$ cat src/rtl/arqflowctrl_mlink_if.sv
// arqflowctrl_mlink_if: strobe/field bundle between the baseband bit
// processors, the buffer controller and the per-link ARQ/SEQN/FLOW controller.
//
// Signalling: every *_p signal is a single-cycle strobe with no backpressure.
// The fields that go with a strobe (addresses, decoded header bits, CRC
// result, txdata_avail) are valid in the same cycle as that strobe. The
// controller answers each strobe exactly one clock later. rxbuf_avail is a
// level signal and is sampled whenever it is needed.
interface arqflowctrl_mlink_if #(
  parameter int NLINK = 7
);
  logic             link_init_p;
  logic [2:0]       link_init_addr;
  logic             header_st_p;
  logic [2:0]       dec_lt_addr;
  logic             dec_hecgood;
  logic             dec_arqn;
  logic             dec_seqn;
  logic             dec_flow;
  logic [3:0]       dec_pktype;
  logic             dec_py_endp;
  logic             dec_crcgood;
  logic             rxbuf_avail;
  logic             tx_slot_p;
  logic [2:0]       tx_lt_addr;
  logic             txdata_avail;
  logic             flush_p;
  logic [2:0]       flush_addr;
  logic             tx_valid_p;
  logic [1:0]       tx_kind;
  logic             tx_arqn;
  logic             tx_seqn;
  logic             tx_flow;
  logic             rx_accept_p;
  logic             rx_dup_p;
  logic             retx_drop_p;
  logic [NLINK-1:0] link_pending;
  logic [NLINK-1:0] link_peerstop;

  // Link control / bit-processor side: drives the strobes, reads decisions.
  modport master (
    output link_init_p, link_init_addr, header_st_p, dec_lt_addr, dec_hecgood,
           dec_arqn, dec_seqn, dec_flow, dec_pktype, dec_py_endp, dec_crcgood,
           rxbuf_avail, tx_slot_p, tx_lt_addr, txdata_avail, flush_p, flush_addr,
    input  tx_valid_p, tx_kind, tx_arqn, tx_seqn, tx_flow, rx_accept_p,
           rx_dup_p, retx_drop_p, link_pending, link_peerstop
  );

  // Controller side.
  modport slave (
    input  link_init_p, link_init_addr, header_st_p, dec_lt_addr, dec_hecgood,
           dec_arqn, dec_seqn, dec_flow, dec_pktype, dec_py_endp, dec_crcgood,
           rxbuf_avail, tx_slot_p, tx_lt_addr, txdata_avail, flush_p, flush_addr,
    output tx_valid_p, tx_kind, tx_arqn, tx_seqn, tx_flow, rx_accept_p,
           rx_dup_p, retx_drop_p, link_pending, link_peerstop
  );
endinterface

$ cat src/rtl/arqflowctrl_mlink.sv
// arqflowctrl_mlink: per-link ARQ/SEQN/FLOW state for NLINK ACL links
// (LT_ADDR 1..NLINK). Applies decoded header/payload results and makes the
// per-slot TX decision: NULL, new packet, retransmission or POLL.
// Optional feature macro: ARQ_RETX_LIMIT_EN -- when defined, a link whose
// pending packet has been retransmitted MAX_RETX times is flushed at its next
// TX slot and retx_drop_p pulses.
// Within one cycle a link's events are applied in the order:
// link_init (overrides everything), header, flush, tx decision, payload end.
module arqflowctrl_mlink #(
  parameter int NLINK    = 7,
  parameter int RETXW    = 4,
  parameter int MAX_RETX = 15
) (
  input logic                clk_6M,
  input logic                rstz,
  arqflowctrl_mlink_if.slave lk
);
  // An out-of-range limit disables the drop path instead of comparing
  // against a truncated value.
  localparam logic CFG_OK = (MAX_RETX >= 1) && (MAX_RETX < (2 ** RETXW));

  logic [NLINK-1:0] seqn_tx_q, seqn_tx_n;
  logic [NLINK-1:0] seqn_rx_q, seqn_rx_n;
  logic [NLINK-1:0] arqn_q, arqn_n;
  logic [NLINK-1:0] pend_q, pend_n;
  logic [NLINK-1:0] pstop_q, pstop_n;
  logic [2:0]       rx_addr_q, rx_addr_n;
  logic             tx_valid_q, tx_valid_n;
  logic [1:0]       tx_kind_q, tx_kind_n;
  logic             tx_arqn_q, tx_arqn_n;
  logic             tx_seqn_q, tx_seqn_n;
  logic             tx_flow_q, tx_flow_n;
  logic             rx_accept_q, rx_accept_n;
  logic             rx_dup_q, rx_dup_n;
  logic             retx_drop_q, retx_drop_n;
  logic             retx_go;
`ifdef ARQ_RETX_LIMIT_EN
  logic [RETXW-1:0] retx_q [NLINK];
  logic [RETXW-1:0] retx_n [NLINK];
`endif

  // Next-state for every link plus the registered strobe outputs.
  always_comb begin
    seqn_tx_n   = seqn_tx_q;
    seqn_rx_n   = seqn_rx_q;
    arqn_n      = arqn_q;
    pend_n      = pend_q;
    pstop_n     = pstop_q;
    rx_addr_n   = rx_addr_q;
    tx_valid_n  = 1'b0;
    tx_kind_n   = tx_kind_q;
    tx_arqn_n   = tx_arqn_q;
    tx_seqn_n   = tx_seqn_q;
    tx_flow_n   = tx_flow_q;
    rx_accept_n = 1'b0;
    rx_dup_n    = 1'b0;
    retx_drop_n = 1'b0;
    retx_go     = 1'b0;
`ifdef ARQ_RETX_LIMIT_EN
    retx_n = retx_q;
`endif
    // A good header always re-targets the next payload end; address 0
    // latched here simply matches no link.
    if (lk.header_st_p && lk.dec_hecgood) rx_addr_n = lk.dec_lt_addr;

    for (int i = 0; i < NLINK; i++) begin
      if (lk.link_init_p && lk.link_init_addr == 3'(i + 1)) begin
        seqn_tx_n[i] = 1'b1;
        seqn_rx_n[i] = 1'b0;
        arqn_n[i]    = 1'b0;
        pend_n[i]    = 1'b0;
        pstop_n[i]   = 1'b0;
`ifdef ARQ_RETX_LIMIT_EN
        retx_n[i] = '0;
`endif
      end else begin
        // Header: flow state and acknowledgement of the pending packet.
        if (lk.header_st_p && lk.dec_hecgood && lk.dec_lt_addr == 3'(i + 1)) begin
          pstop_n[i] = ~lk.dec_flow;
          if (pend_n[i] && lk.dec_arqn) begin
            pend_n[i]    = 1'b0;
            seqn_tx_n[i] = ~seqn_tx_n[i];
`ifdef ARQ_RETX_LIMIT_EN
            retx_n[i] = '0;
`endif
          end
        end
        // Flush: the dropped packet's sequence number is consumed.
        if (lk.flush_p && lk.flush_addr == 3'(i + 1)) begin
          if (pend_n[i]) seqn_tx_n[i] = ~seqn_tx_n[i];
          pend_n[i] = 1'b0;
`ifdef ARQ_RETX_LIMIT_EN
          retx_n[i] = '0;
`endif
        end
        // TX decision on the state left by header and flush.
        if (lk.tx_slot_p && lk.tx_lt_addr == 3'(i + 1)) begin
          tx_valid_n = 1'b1;
          tx_arqn_n  = arqn_q[i];
          tx_flow_n  = lk.rxbuf_avail;
          arqn_n[i]  = 1'b0;
          if (pstop_n[i]) begin
            tx_kind_n = lk.txdata_avail ? 2'b00 : 2'b11;
          end else begin
            retx_go = pend_n[i];
`ifdef ARQ_RETX_LIMIT_EN
            if (pend_n[i] && CFG_OK && retx_n[i] == RETXW'(MAX_RETX)) begin
              pend_n[i]    = 1'b0;
              seqn_tx_n[i] = ~seqn_tx_n[i];
              retx_n[i]    = '0;
              retx_drop_n  = 1'b1;
              retx_go      = 1'b0;
            end
`endif
            if (retx_go) begin
              tx_kind_n = 2'b10;
`ifdef ARQ_RETX_LIMIT_EN
              if (retx_n[i] != '1) retx_n[i] = retx_n[i] + 1'b1;
`endif
            end else if (lk.txdata_avail) begin
              tx_kind_n = 2'b01;
              pend_n[i] = 1'b1;
            end else begin
              tx_kind_n = 2'b00;
            end
          end
          tx_seqn_n = seqn_tx_n[i];
        end
        // Payload end for the link of the last good header.
        if (lk.dec_py_endp && rx_addr_q == 3'(i + 1)) begin
          if (lk.dec_crcgood && lk.dec_seqn == seqn_rx_q[i]) begin
            rx_dup_n  = 1'b1;
            arqn_n[i] = 1'b1;
          end else if (lk.dec_crcgood && lk.rxbuf_avail) begin
            rx_accept_n  = 1'b1;
            seqn_rx_n[i] = lk.dec_seqn;
            arqn_n[i]    = 1'b1;
          end else begin
            arqn_n[i] = 1'b0;
          end
        end
      end
    end
  end

  // Link state and output registers.
  always_ff @(posedge clk_6M or negedge rstz) begin
    if (!rstz) begin
      seqn_tx_q   <= '1;
      seqn_rx_q   <= '0;
      arqn_q      <= '0;
      pend_q      <= '0;
      pstop_q     <= '0;
      rx_addr_q   <= '0;
      tx_valid_q  <= 1'b0;
      tx_kind_q   <= 2'b00;
      tx_arqn_q   <= 1'b0;
      tx_seqn_q   <= 1'b0;
      tx_flow_q   <= 1'b0;
      rx_accept_q <= 1'b0;
      rx_dup_q    <= 1'b0;
      retx_drop_q <= 1'b0;
    end else begin
      seqn_tx_q   <= seqn_tx_n;
      seqn_rx_q   <= seqn_rx_n;
      arqn_q      <= arqn_n;
      pend_q      <= pend_n;
      pstop_q     <= pstop_n;
      rx_addr_q   <= rx_addr_n;
      tx_valid_q  <= tx_valid_n;
      tx_kind_q   <= tx_kind_n;
      tx_arqn_q   <= tx_arqn_n;
      tx_seqn_q   <= tx_seqn_n;
      tx_flow_q   <= tx_flow_n;
      rx_accept_q <= rx_accept_n;
      rx_dup_q    <= rx_dup_n;
      retx_drop_q <= retx_drop_n;
    end
  end

`ifdef ARQ_RETX_LIMIT_EN
  // Per-link retransmission counters.
  always_ff @(posedge clk_6M or negedge rstz) begin
    if (!rstz) begin
      for (int i = 0; i < NLINK; i++) retx_q[i] <= '0;
    end else begin
      retx_q <= retx_n;
    end
  end
`endif

  assign lk.tx_valid_p    = tx_valid_q;
  assign lk.tx_kind       = tx_kind_q;
  assign lk.tx_arqn       = tx_arqn_q;
  assign lk.tx_seqn       = tx_seqn_q;
  assign lk.tx_flow       = tx_flow_q;
  assign lk.rx_accept_p   = rx_accept_q;
  assign lk.rx_dup_p      = rx_dup_q;
  assign lk.retx_drop_p   = retx_drop_q & CFG_OK;
  assign lk.link_pending  = pend_q;
  assign lk.link_peerstop = pstop_q;
endmodule
$ cat src/flat_wrapper.sv
// flat-port wrapper written by rule: the top's interface ports become plain ports
module arqflowctrl_mlink_flat 
#(
  parameter int NLINK    = 7,
  parameter int RETXW    = 4,
  parameter int MAX_RETX = 15
)
  (clk_6M, rstz, lk_link_init_p, lk_link_init_addr, lk_header_st_p, lk_dec_lt_addr, lk_dec_hecgood, lk_dec_arqn, lk_dec_seqn, lk_dec_flow, lk_dec_pktype, lk_dec_py_endp, lk_dec_crcgood, lk_rxbuf_avail, lk_tx_slot_p, lk_tx_lt_addr, lk_txdata_avail, lk_flush_p, lk_flush_addr, lk_tx_valid_p, lk_tx_kind, lk_tx_arqn, lk_tx_seqn, lk_tx_flow, lk_rx_accept_p, lk_rx_dup_p, lk_retx_drop_p, lk_link_pending, lk_link_peerstop);
  arqflowctrl_mlink_if #(.NLINK(NLINK)) lk_i ();
  input logic clk_6M;
  input logic rstz;
  input wire logic [$bits(lk_i.link_init_p)-1:0] lk_link_init_p;
  input wire logic [$bits(lk_i.link_init_addr)-1:0] lk_link_init_addr;
  input wire logic [$bits(lk_i.header_st_p)-1:0] lk_header_st_p;
  input wire logic [$bits(lk_i.dec_lt_addr)-1:0] lk_dec_lt_addr;
  input wire logic [$bits(lk_i.dec_hecgood)-1:0] lk_dec_hecgood;
  input wire logic [$bits(lk_i.dec_arqn)-1:0] lk_dec_arqn;
  input wire logic [$bits(lk_i.dec_seqn)-1:0] lk_dec_seqn;
  input wire logic [$bits(lk_i.dec_flow)-1:0] lk_dec_flow;
  input wire logic [$bits(lk_i.dec_pktype)-1:0] lk_dec_pktype;
  input wire logic [$bits(lk_i.dec_py_endp)-1:0] lk_dec_py_endp;
  input wire logic [$bits(lk_i.dec_crcgood)-1:0] lk_dec_crcgood;
  input wire logic [$bits(lk_i.rxbuf_avail)-1:0] lk_rxbuf_avail;
  input wire logic [$bits(lk_i.tx_slot_p)-1:0] lk_tx_slot_p;
  input wire logic [$bits(lk_i.tx_lt_addr)-1:0] lk_tx_lt_addr;
  input wire logic [$bits(lk_i.txdata_avail)-1:0] lk_txdata_avail;
  input wire logic [$bits(lk_i.flush_p)-1:0] lk_flush_p;
  input wire logic [$bits(lk_i.flush_addr)-1:0] lk_flush_addr;
  output wire logic [$bits(lk_i.tx_valid_p)-1:0] lk_tx_valid_p;
  output wire logic [$bits(lk_i.tx_kind)-1:0] lk_tx_kind;
  output wire logic [$bits(lk_i.tx_arqn)-1:0] lk_tx_arqn;
  output wire logic [$bits(lk_i.tx_seqn)-1:0] lk_tx_seqn;
  output wire logic [$bits(lk_i.tx_flow)-1:0] lk_tx_flow;
  output wire logic [$bits(lk_i.rx_accept_p)-1:0] lk_rx_accept_p;
  output wire logic [$bits(lk_i.rx_dup_p)-1:0] lk_rx_dup_p;
  output wire logic [$bits(lk_i.retx_drop_p)-1:0] lk_retx_drop_p;
  output wire logic [$bits(lk_i.link_pending)-1:0] lk_link_pending;
  output wire logic [$bits(lk_i.link_peerstop)-1:0] lk_link_peerstop;
  assign lk_i.link_init_p = lk_link_init_p;
  assign lk_i.link_init_addr = lk_link_init_addr;
  assign lk_i.header_st_p = lk_header_st_p;
  assign lk_i.dec_lt_addr = lk_dec_lt_addr;
  assign lk_i.dec_hecgood = lk_dec_hecgood;
  assign lk_i.dec_arqn = lk_dec_arqn;
  assign lk_i.dec_seqn = lk_dec_seqn;
  assign lk_i.dec_flow = lk_dec_flow;
  assign lk_i.dec_pktype = lk_dec_pktype;
  assign lk_i.dec_py_endp = lk_dec_py_endp;
  assign lk_i.dec_crcgood = lk_dec_crcgood;
  assign lk_i.rxbuf_avail = lk_rxbuf_avail;
  assign lk_i.tx_slot_p = lk_tx_slot_p;
  assign lk_i.tx_lt_addr = lk_tx_lt_addr;
  assign lk_i.txdata_avail = lk_txdata_avail;
  assign lk_i.flush_p = lk_flush_p;
  assign lk_i.flush_addr = lk_flush_addr;
  assign lk_tx_valid_p = lk_i.tx_valid_p;
  assign lk_tx_kind = lk_i.tx_kind;
  assign lk_tx_arqn = lk_i.tx_arqn;
  assign lk_tx_seqn = lk_i.tx_seqn;
  assign lk_tx_flow = lk_i.tx_flow;
  assign lk_rx_accept_p = lk_i.rx_accept_p;
  assign lk_rx_dup_p = lk_i.rx_dup_p;
  assign lk_retx_drop_p = lk_i.retx_drop_p;
  assign lk_link_pending = lk_i.link_pending;
  assign lk_link_peerstop = lk_i.link_peerstop;
  arqflowctrl_mlink #(.NLINK(NLINK), .RETXW(RETXW), .MAX_RETX(MAX_RETX)) u_core (.clk_6M(clk_6M), .rstz(rstz), .lk(lk_i));
endmodule
$ cat config.mk
export PLATFORM = sky130hd
export DESIGN_NAME = arqflowctrl_mlink_flat
export DESIGN_NICKNAME = d
export VERILOG_FILES = /design/src/rtl/arqflowctrl_mlink_if.sv /design/src/rtl/arqflowctrl_mlink.sv /design/src/flat_wrapper.sv
export SDC_FILE = /design/constraint.sdc
export NUM_CORES = 1
export LEC_CHECK = 0
export BUFFER_PORTS_ARGS = -buffer_cell sky130_fd_sc_hd__buf_2
export CAP_MARGIN = 20
export CELL_PAD_IN_SITES_DETAIL_PLACEMENT = 0
export CELL_PAD_IN_SITES_GLOBAL_PLACEMENT = 1
export CORE_MARGIN = 2
export CORE_UTILIZATION = 32
export DETAILED_ROUTE_END_ITERATION = 6
export GPL_ROUTABILITY_DRIVEN = 0
export PLACE_DENSITY_LB_ADDON = 0.12
export SLEW_MARGIN = 20
export SYNTH_ARGS = -nofsm -noshare
export SYNTH_HDL_FRONTEND = slang
export SYNTH_SLANG_ARGS = --single-unit
$ cat constraint.sdc
create_clock -name clk_6M -period 1.6 [get_ports clk_6M]
set_input_delay 0.08 -clock clk_6M [delete_from_list [all_inputs] [get_ports clk_6M]]
set_output_delay 0.08 -clock clk_6M [all_outputs]
set_load 0.005 [all_outputs]
==> results.py, run 1 <==
metrics = {
    "worst_setup_path": {
        "crit_path_max_fanout": 2,
        "crit_path_end_kind": "flip-flop",
        "cp_slowest_stage_delay_ns": 0.51,
        "path_cells": "inv_1 -> o221ai_1 -> or4b_4 -> a211oi_4 -> a211oi_2 -> o31ai_1",
        "worstReg2RegEnd": "u_core.lk.tx_arqn",
        "arrival_ns": 1.89,
        "critical_path_class": "flip-flop to flip-flop",
        "rrSetupSlack_ns": -0.08,
        "crit_required_ns": 1.82,
        "r2r_start": "u_core.lk.tx_arqn",
        "r2r_cells": 6,
        "slowest_stage": "or4b_4",
        "path_buf_inv": 1,
        "critPathTopFamily": "compound AO/OA/AOI/OAI gates",
        "startpoint_type": "flip-flop",
    },
    "clocking": {
        "cts_tree": "done",
        "clockBufferDepth": 2,
        "clk_pin_slew_ns": 0.10,
        "h-tree-depth": 2,
        "clock_sinks": 46,
        "cts_root_buffer": "clkbuf_8",
        "clk_latency_ns": 0.31,
        "cts_buffers": 5,
    },
    "floorplanning": {
        "die-area_sq_um": 10500,
        "start_util_pct": 33.3,
        "io_pins": 53,
        "die_h_um": 102,
        "die_w_um": 102,
        "design.core.area_sq_um": 9330,
        "rows": 35,
    },
    "cells_and_area": {
        "area_growth_pct": 39.9,
        "num_antenna_cells": 0,
        "fillers": 980,
        "fin_nets": 525,
        "drive_above_1_share_pct": 36.5,
    },
    "min_path": {
        "whs_endpoint": "u_core.rx_addr_q[1]",
        "hp-start": "lk_dec_lt_addr[1]",
        "hold_path.class": "input pin to flip-flop",
        "hold_path_depth": 2,
    },
    "sta": {
        "fin_crit_sh_pct": 105,
        "fmax_ghz": 0.597,
        "skew_ns": 0.00539,
        "setup_viol": 1,
        "grt_setup_unrepaired": "yes",
        "fin_tns_setup_ns": -0.0758,
        "period_needed_ns": 1.68,
        "hold_viol": 0,
        "drv_slew": 0,
        "setup_slack_ns": -0.0758,
        "hold_slack_ns": 0.0350,
    },
    "pwr": {
        "power.leakage_uw": 0.00192,
        "total_power_uw": 3450,
        "irDropWorstVdd_v": 0.000360,
        "power_density_nw_per_um2": 793,
    },
    "synth": {
        "yosysTopAreaCell": "dfrtp_1",
        "synth-seq-area-share_pct": 37.4,
        "yosysUniqueCellTypes": 65,
        "synthArstFlopShare_pct": 100,
        "syn_avg_cell_area_sq_um": 8.44,
        "synthTopCellsByCount": "54 x nor2_1, 39 x dfrtp_1, 27 x o21ai_0",
        "synth_edf_count": 0,
        "syn_inst": 368,
        "synth_most_common_cell": "nor2_1",
        "syn_nets": 398,
        "yosys_warnings": 0,
        "dominantRegCellSynth": "dfrtp_1",
        "ys_top_cells_by_area": "dfrtp_1 31%, nor2_1 6.5%, dfstp_2 5.9%",
        "yosys.area.top_type_share_pct": 31.4,
        "ys_ff_latch": 46,
        "synth_area_sq_um": 3100,
    },
    "placement": {
        "port_buffers": 47,
        "place_hpwl_mm": 8.32,
    },
    "routing": {
        "antenna_left": 0,
        "vias": 3352,
        "wire_per_inst_um": 17.0,
        "drt_first_iter_violations": 167,
        "drt-total-wl_mm": 10.6,
        "drc": 0,
        "viasPerCell": 5.36,
        "dr.pass1.iters": 5,
    },
    "job": {
        "cap_violations": 0,
    },
    "global_routing": {
        "grt_usage_pct": 20.9,
        "grt_max_degree": 47,
        "grt_pass1_vias": 3192,
        "grt_overflow": 0,
        "antenna_found_initial": 0,
        "grt_pass1_wl_mm": 16.8,
    },
    "run_status": {
        "status": "complete, but fails checks",
        "violations": "setup timing",
    },
}
[sequential cells by signal, summed over array words and instances (netlist names), 2 cells and up]
signal and flops:
u_core.rx_addr_q 3, u_core.lk.link_pending 7, u_core.lk.link_peerstop 7, u_core.arqn_q 7, u_core.seqn_tx_q 7, u_core.lk.tx_kind 2
u_core.seqn_rx_q 7
[timing repair]
| action | in CTS | in global routing |
|---|---|---|
| endpoints found under the hold margin | 39 | 0 |
| setup buffers | 0 | 7 |
| setup endpoints to repair | 4 | 6 |
| resized for setup | 4 | 18 |
| hold buffers | 1 | 0 |
| pin swaps | 0 | 11 |
[area by class of cell]
| class | instances | area (sq um) | share of cell area [%] |
|---|---|---|---|
| clock inverter | 3 | 23.8 | 0.547 |
| tap | 129 | 161 | 3.72 |
| sequential | 46 | 1160 | 26.8 |
| inverter | 13 | 48.8 | 1.12 |
| multi-input combinational | 288 | 1900 | 43.8 |
| timing repair buffer | 141 | 975 | 22.4 |
| clock buffer | 5 | 68.8 | 1.58 |
[report_power, final]
group          switching [uW]  total [uW]  internal [uW]
sequential                153        1540           1390
combinational             547        1110            564
clock                     478         792            314
[placed cells by master, fill, tap and decap left out, types with 7 or more instances in the layout]
master    synthesis  layout
a21oi_1          19      19
a31oi_1          11      11
buf_2             4      45
buf_4             2      91
dfrtp_1          39      36
dfstp_2           7       7
inv_1            13      13
nand2_1          21      20
nand3_1          10      10
nand4_1           7       7
nand4b_1         10      10
nor2_1           54      52
nor3_1           13      13
o21ai_0          27      27
or3_1             7       7
xnor2_1           8       8
[worst max-delay path by stage]
stage	start	end	slack (ns)	cells past startpoint
final	u_core.lk.tx_arqn	u_core.lk.tx_arqn	-0.08	6
after global routing	u_core.lk.tx_arqn	u_core.lk.tx_arqn	-0.1	6
after CTS	u_core.lk.tx_arqn	u_core.lk.tx_arqn	-0.13	6
after detailed placement	lk_tx_slot_p	u_core.lk.tx_arqn	-0.34	7
after global placement	lk_tx_slot_p	u_core.lk.tx_arqn	-0.30	7
after floorplan	lk_dec_lt_addr[1]	u_core.lk.tx_kind[0]	-0.04	6
[kinds of logic after synthesis]
| logic type | synth area share (%) |
|---|---|
| and+or+nand+nor | 31.1 |
| AOI/OAI and AO/OA | 22.2 |
| DFF | 37.4 |
| buffers and inverters | 4.76 |
| xor gates and xnor gates | 3.10 |
| muxes | 1.41 |
| other | 0.121 |
[worst reg2reg max path, cell delays in order, from the launching register on]
cell and delay (ns):
dfrtp_1 0.44, inv_1 0.06, o221ai_1 0.06, or4b_4 0.51
a211oi_4 0.23, a211oi_2 0.06, o31ai_1 0.22
[layer usage]
| metal | vias up | routed length [um] | global-route usage (%) |
|---|---|---|---|
| met2 | 81 | 5070 | 34.5 |
| li1 | 1633 | - | - |
| met4 | 0 | 103 | 4.41 |
| met3 | 7 | 491 | 3.05 |
| met1 | 1631 | 4980 | 29.2 |
| met5 | - | 0 | 0 |
[stage by stage]
step	instances	worst slack, ns	instance area [sq um]	util (%)
after floorplan	368	-0.0418	3120	-
after global placement	609	-0.304	4090	43.9
after detailed placement	609	-0.339	4090	43.9
after CTS	618	-0.131	4210	45.2
after global routing	625	-0.0966	4340	46.6
final	625	-0.0758	4340	46.6
(Power assumes the default switching activity.)
==> run 2: changes to the inputs <==
--- a/config.mk
+++ b/config.mk
@@ -14,6 +14,7 @@
 export DETAILED_ROUTE_END_ITERATION = 6
 export GPL_ROUTABILITY_DRIVEN = 0
 export PLACE_DENSITY_LB_ADDON = 0.12
+export RECOVER_POWER = 100
 export SLEW_MARGIN = 20
 export SYNTH_ARGS = -nofsm -noshare
 export SYNTH_HDL_FRONTEND = slang
==> run 2 against run 1 <==
  * The flow still finishes with violations (setup timing)
  * Maximum frequency grew 0.15%
  * Register-to-register slack is essentially flat
  * Combinational power is 4% lower
  * Critical path type unchanged
  * Final cell count did not move
  * Hold slack got worse by 0.0016 ns
==> results.py, run 2 (synthesis gave the netlist of run 1 again) <==
metrics = {
    "clocking": {
        "cts_buffers": 5,
        "h-tree-depth": 2,
        "clk_latency_ns": 0.31,
        "clock_sinks": 46,
        "clockBufferDepth": 2,
        "clk_pin_slew_ns": 0.10,
        "cts_tree": "done",
        "cts_root_buffer": "clkbuf_8",
    },
    "global_routing": {
        "grt_pass1_vias": 3192,
        "grt_overflow": 0,
        "antenna_found_initial": 0,
        "grt_max_degree": 47,
        "grt_pass1_wl_mm": 16.8,
        "grt_usage_pct": 20.9,
    },
    "cells_and_area": {
        "num_antenna_cells": 0,
        "final_cell_mix": "72 x buf_4, 52 x nor2_1, 36 x dfrtp_1",
        "fillers": 1003,
        "area_growth_pct": 36.9,
        "finalNonFillerCells": 625,
        "fin_nets": 525,
        "drive_above_1_share_pct": 31.0,
        "design_area_sq_um": 4250,
        "layout_commonest_cell": "buf_4",
    },
    "sta": {
        "fin_crit_sh_pct": 105,
        "slew_headroom_pct": 25.5,
        "grt_setup_unrepaired": "yes",
        "skew_ns": 0.00609,
        "drv_slew": 0,
        "fin_tns_setup_ns": -0.126,
        "setup_slack_ns": -0.0733,
        "setup_viol": 3,
        "hold_viol": 0,
        "tightest_slew_ns": 1.12,
        "fmax_ghz": 0.598,
        "period_needed_ns": 1.67,
    },
    "worst_setup_path": {
        "crit_path_max_fanout": 2,
        "slowest_stage": "or4b_4",
        "crit_required_ns": 1.82,
        "startpoint_type": "flip-flop",
        "r2r_cells": 6,
        "crit_path_end_kind": "flip-flop",
        "crit_path_start": "u_core.lk.tx_arqn",
        "critical_path_class": "flip-flop to flip-flop",
        "r2r_start": "u_core.lk.tx_arqn",
        "path_cells": "inv_1 -> o221ai_1 -> or4b_4 -> a211oi_4 -> a211oi_2 -> o31ai_1",
        "rrSetupSlack_ns": -0.07,
        "arrival_ns": 1.90,
        "cp_slowest_stage_delay_ns": 0.51,
        "worstReg2RegEnd": "u_core.lk.tx_arqn",
        "endpoint": "u_core.lk.tx_arqn",
    },
    "floorplanning": {
        "die-area_sq_um": 10500,
        "die_h_um": 102,
        "start_util_pct": 33.3,
        "io_pins": 53,
        "die_w_um": 102,
        "rows": 35,
        "design.core.area_sq_um": 9330,
    },
    "placement": {
        "port_buffers": 47,
        "place_hpwl_mm": 8.32,
        "dp.cells": 609,
        "dpl_cell_area_sq_um": 4090,
    },
    "run_status": {
        "violations": "setup timing",
        "status": "complete, but fails checks",
    },
    "routing": {
        "drt-total-wl_mm": 10.7,
        "drc": 0,
        "vias": 3341,
        "wire_per_inst_um": 17.1,
        "antenna_left": 0,
        "drt_first_iter_violations": 180,
        "viasPerCell": 5.35,
        "dr.pass1.iters": 6,
    },
    "pwr": {
        "irDropWorstVdd_v": 0.000360,
        "power.leakage_uw": 0.00183,
        "power_density_nw_per_um2": 802,
    },
    "min_path": {
        "hold_path.class": "input pin to flip-flop",
    },
    "job": {
        "cap_violations": 0,
    },
}
==> run 2: changes by cell type in the layout (fill, tap and decap cells not counted), sizes merged <==
cell	delta
buf	-35
clkbuf	+35
==> run 2: timing repair <==
item / 4_1_cts / 5_1_grt
hold buffers: 1 / 0
endpoints found under the hold margin: 39 / 0
resized for setup: 4 / 18
pin swaps: 0 / 11
buffers inserted: 0 / 7
endpoints found under the setup margin: 4 / 6
==> run 2: power by group <==
part	switching [uW]	total (uW)	leakage [uW]	internal [uW]
clock	478	792	0.0000408	314
sequential	153	1540	0.000582	1390
combinational	545	1070	0.00121	526
total	1180	3410	0.00183	2230
==> run 2: worst max-delay path: cells and delay by family (launching register included) <==
kind	cells	cell delay, ns
AOI/OAI and AO/OA	4	0.57
and+or+nand+nor	1	0.51
DFF	1	0.44
buffers and inverters	1	0.06
==> run 2: area by class of cell <==
class | count | area (sq um) | area share (%)
multi-input cells | 288 | 1870 | 44.1
flip-flops and latches | 46 | 1160 | 27.4
repair buffers | 141 | 911 | 21.4
well taps | 129 | 161 | 3.80
clock buffers | 5 | 68.8 | 1.62
inverters | 13 | 48.8 | 1.15
clock inverters | 3 | 23.8 | 0.559
==> run 2: metrics by stage <==
stage	util [%]	total power, uW	setup WS, ns	hold WS [ns]
2_1_floorplan	-	2070	-0.0418	-0.216
3_3_place_gp	43.9	2580	-0.304	0.0890
3_5_place_dp	43.9	2590	-0.339	0.0928
4_1_cts	45.2	3400	-0.131	0.0633
5_1_grt	45.6	3610	-0.0966	0.0130
6_report	45.6	3410	-0.0733	0.0334
==> run 2: metal layers <==
| layer | up-vias | share of wire, % | track usage [%] |
|---|---|---|---|
| li1 | 1635 | - | - |
| met1 | 1627 | 48 | 29.2 |
| met2 | 70 | 47 | 34.5 |
| met3 | 9 | 4.1 | 3.05 |
| met4 | 0 | 1.1 | 4.41 |
| met5 | - | 0 | 0 |
==> run 2: worst min-delay path by stage <==
stage | start | endpoint | slack (ns) | cells past startpoint
after global routing | lk_dec_lt_addr[1] | u_core.rx_addr_q[1] | 0.01 | 2
after floorplan | rstz | u_core.arqn_q[0] | -0.22 | 0
after detailed placement | rstz | u_core.arqn_q[1] | 0.09 | 2
after global placement | rstz | u_core.rx_addr_q[2] | 0.09 | 2
final | lk_dec_lt_addr[1] | u_core.rx_addr_q[1] | 0.03 | 2
after CTS | lk_dec_crcgood | u_core.lk.rx_dup_p | 0.06 | 3
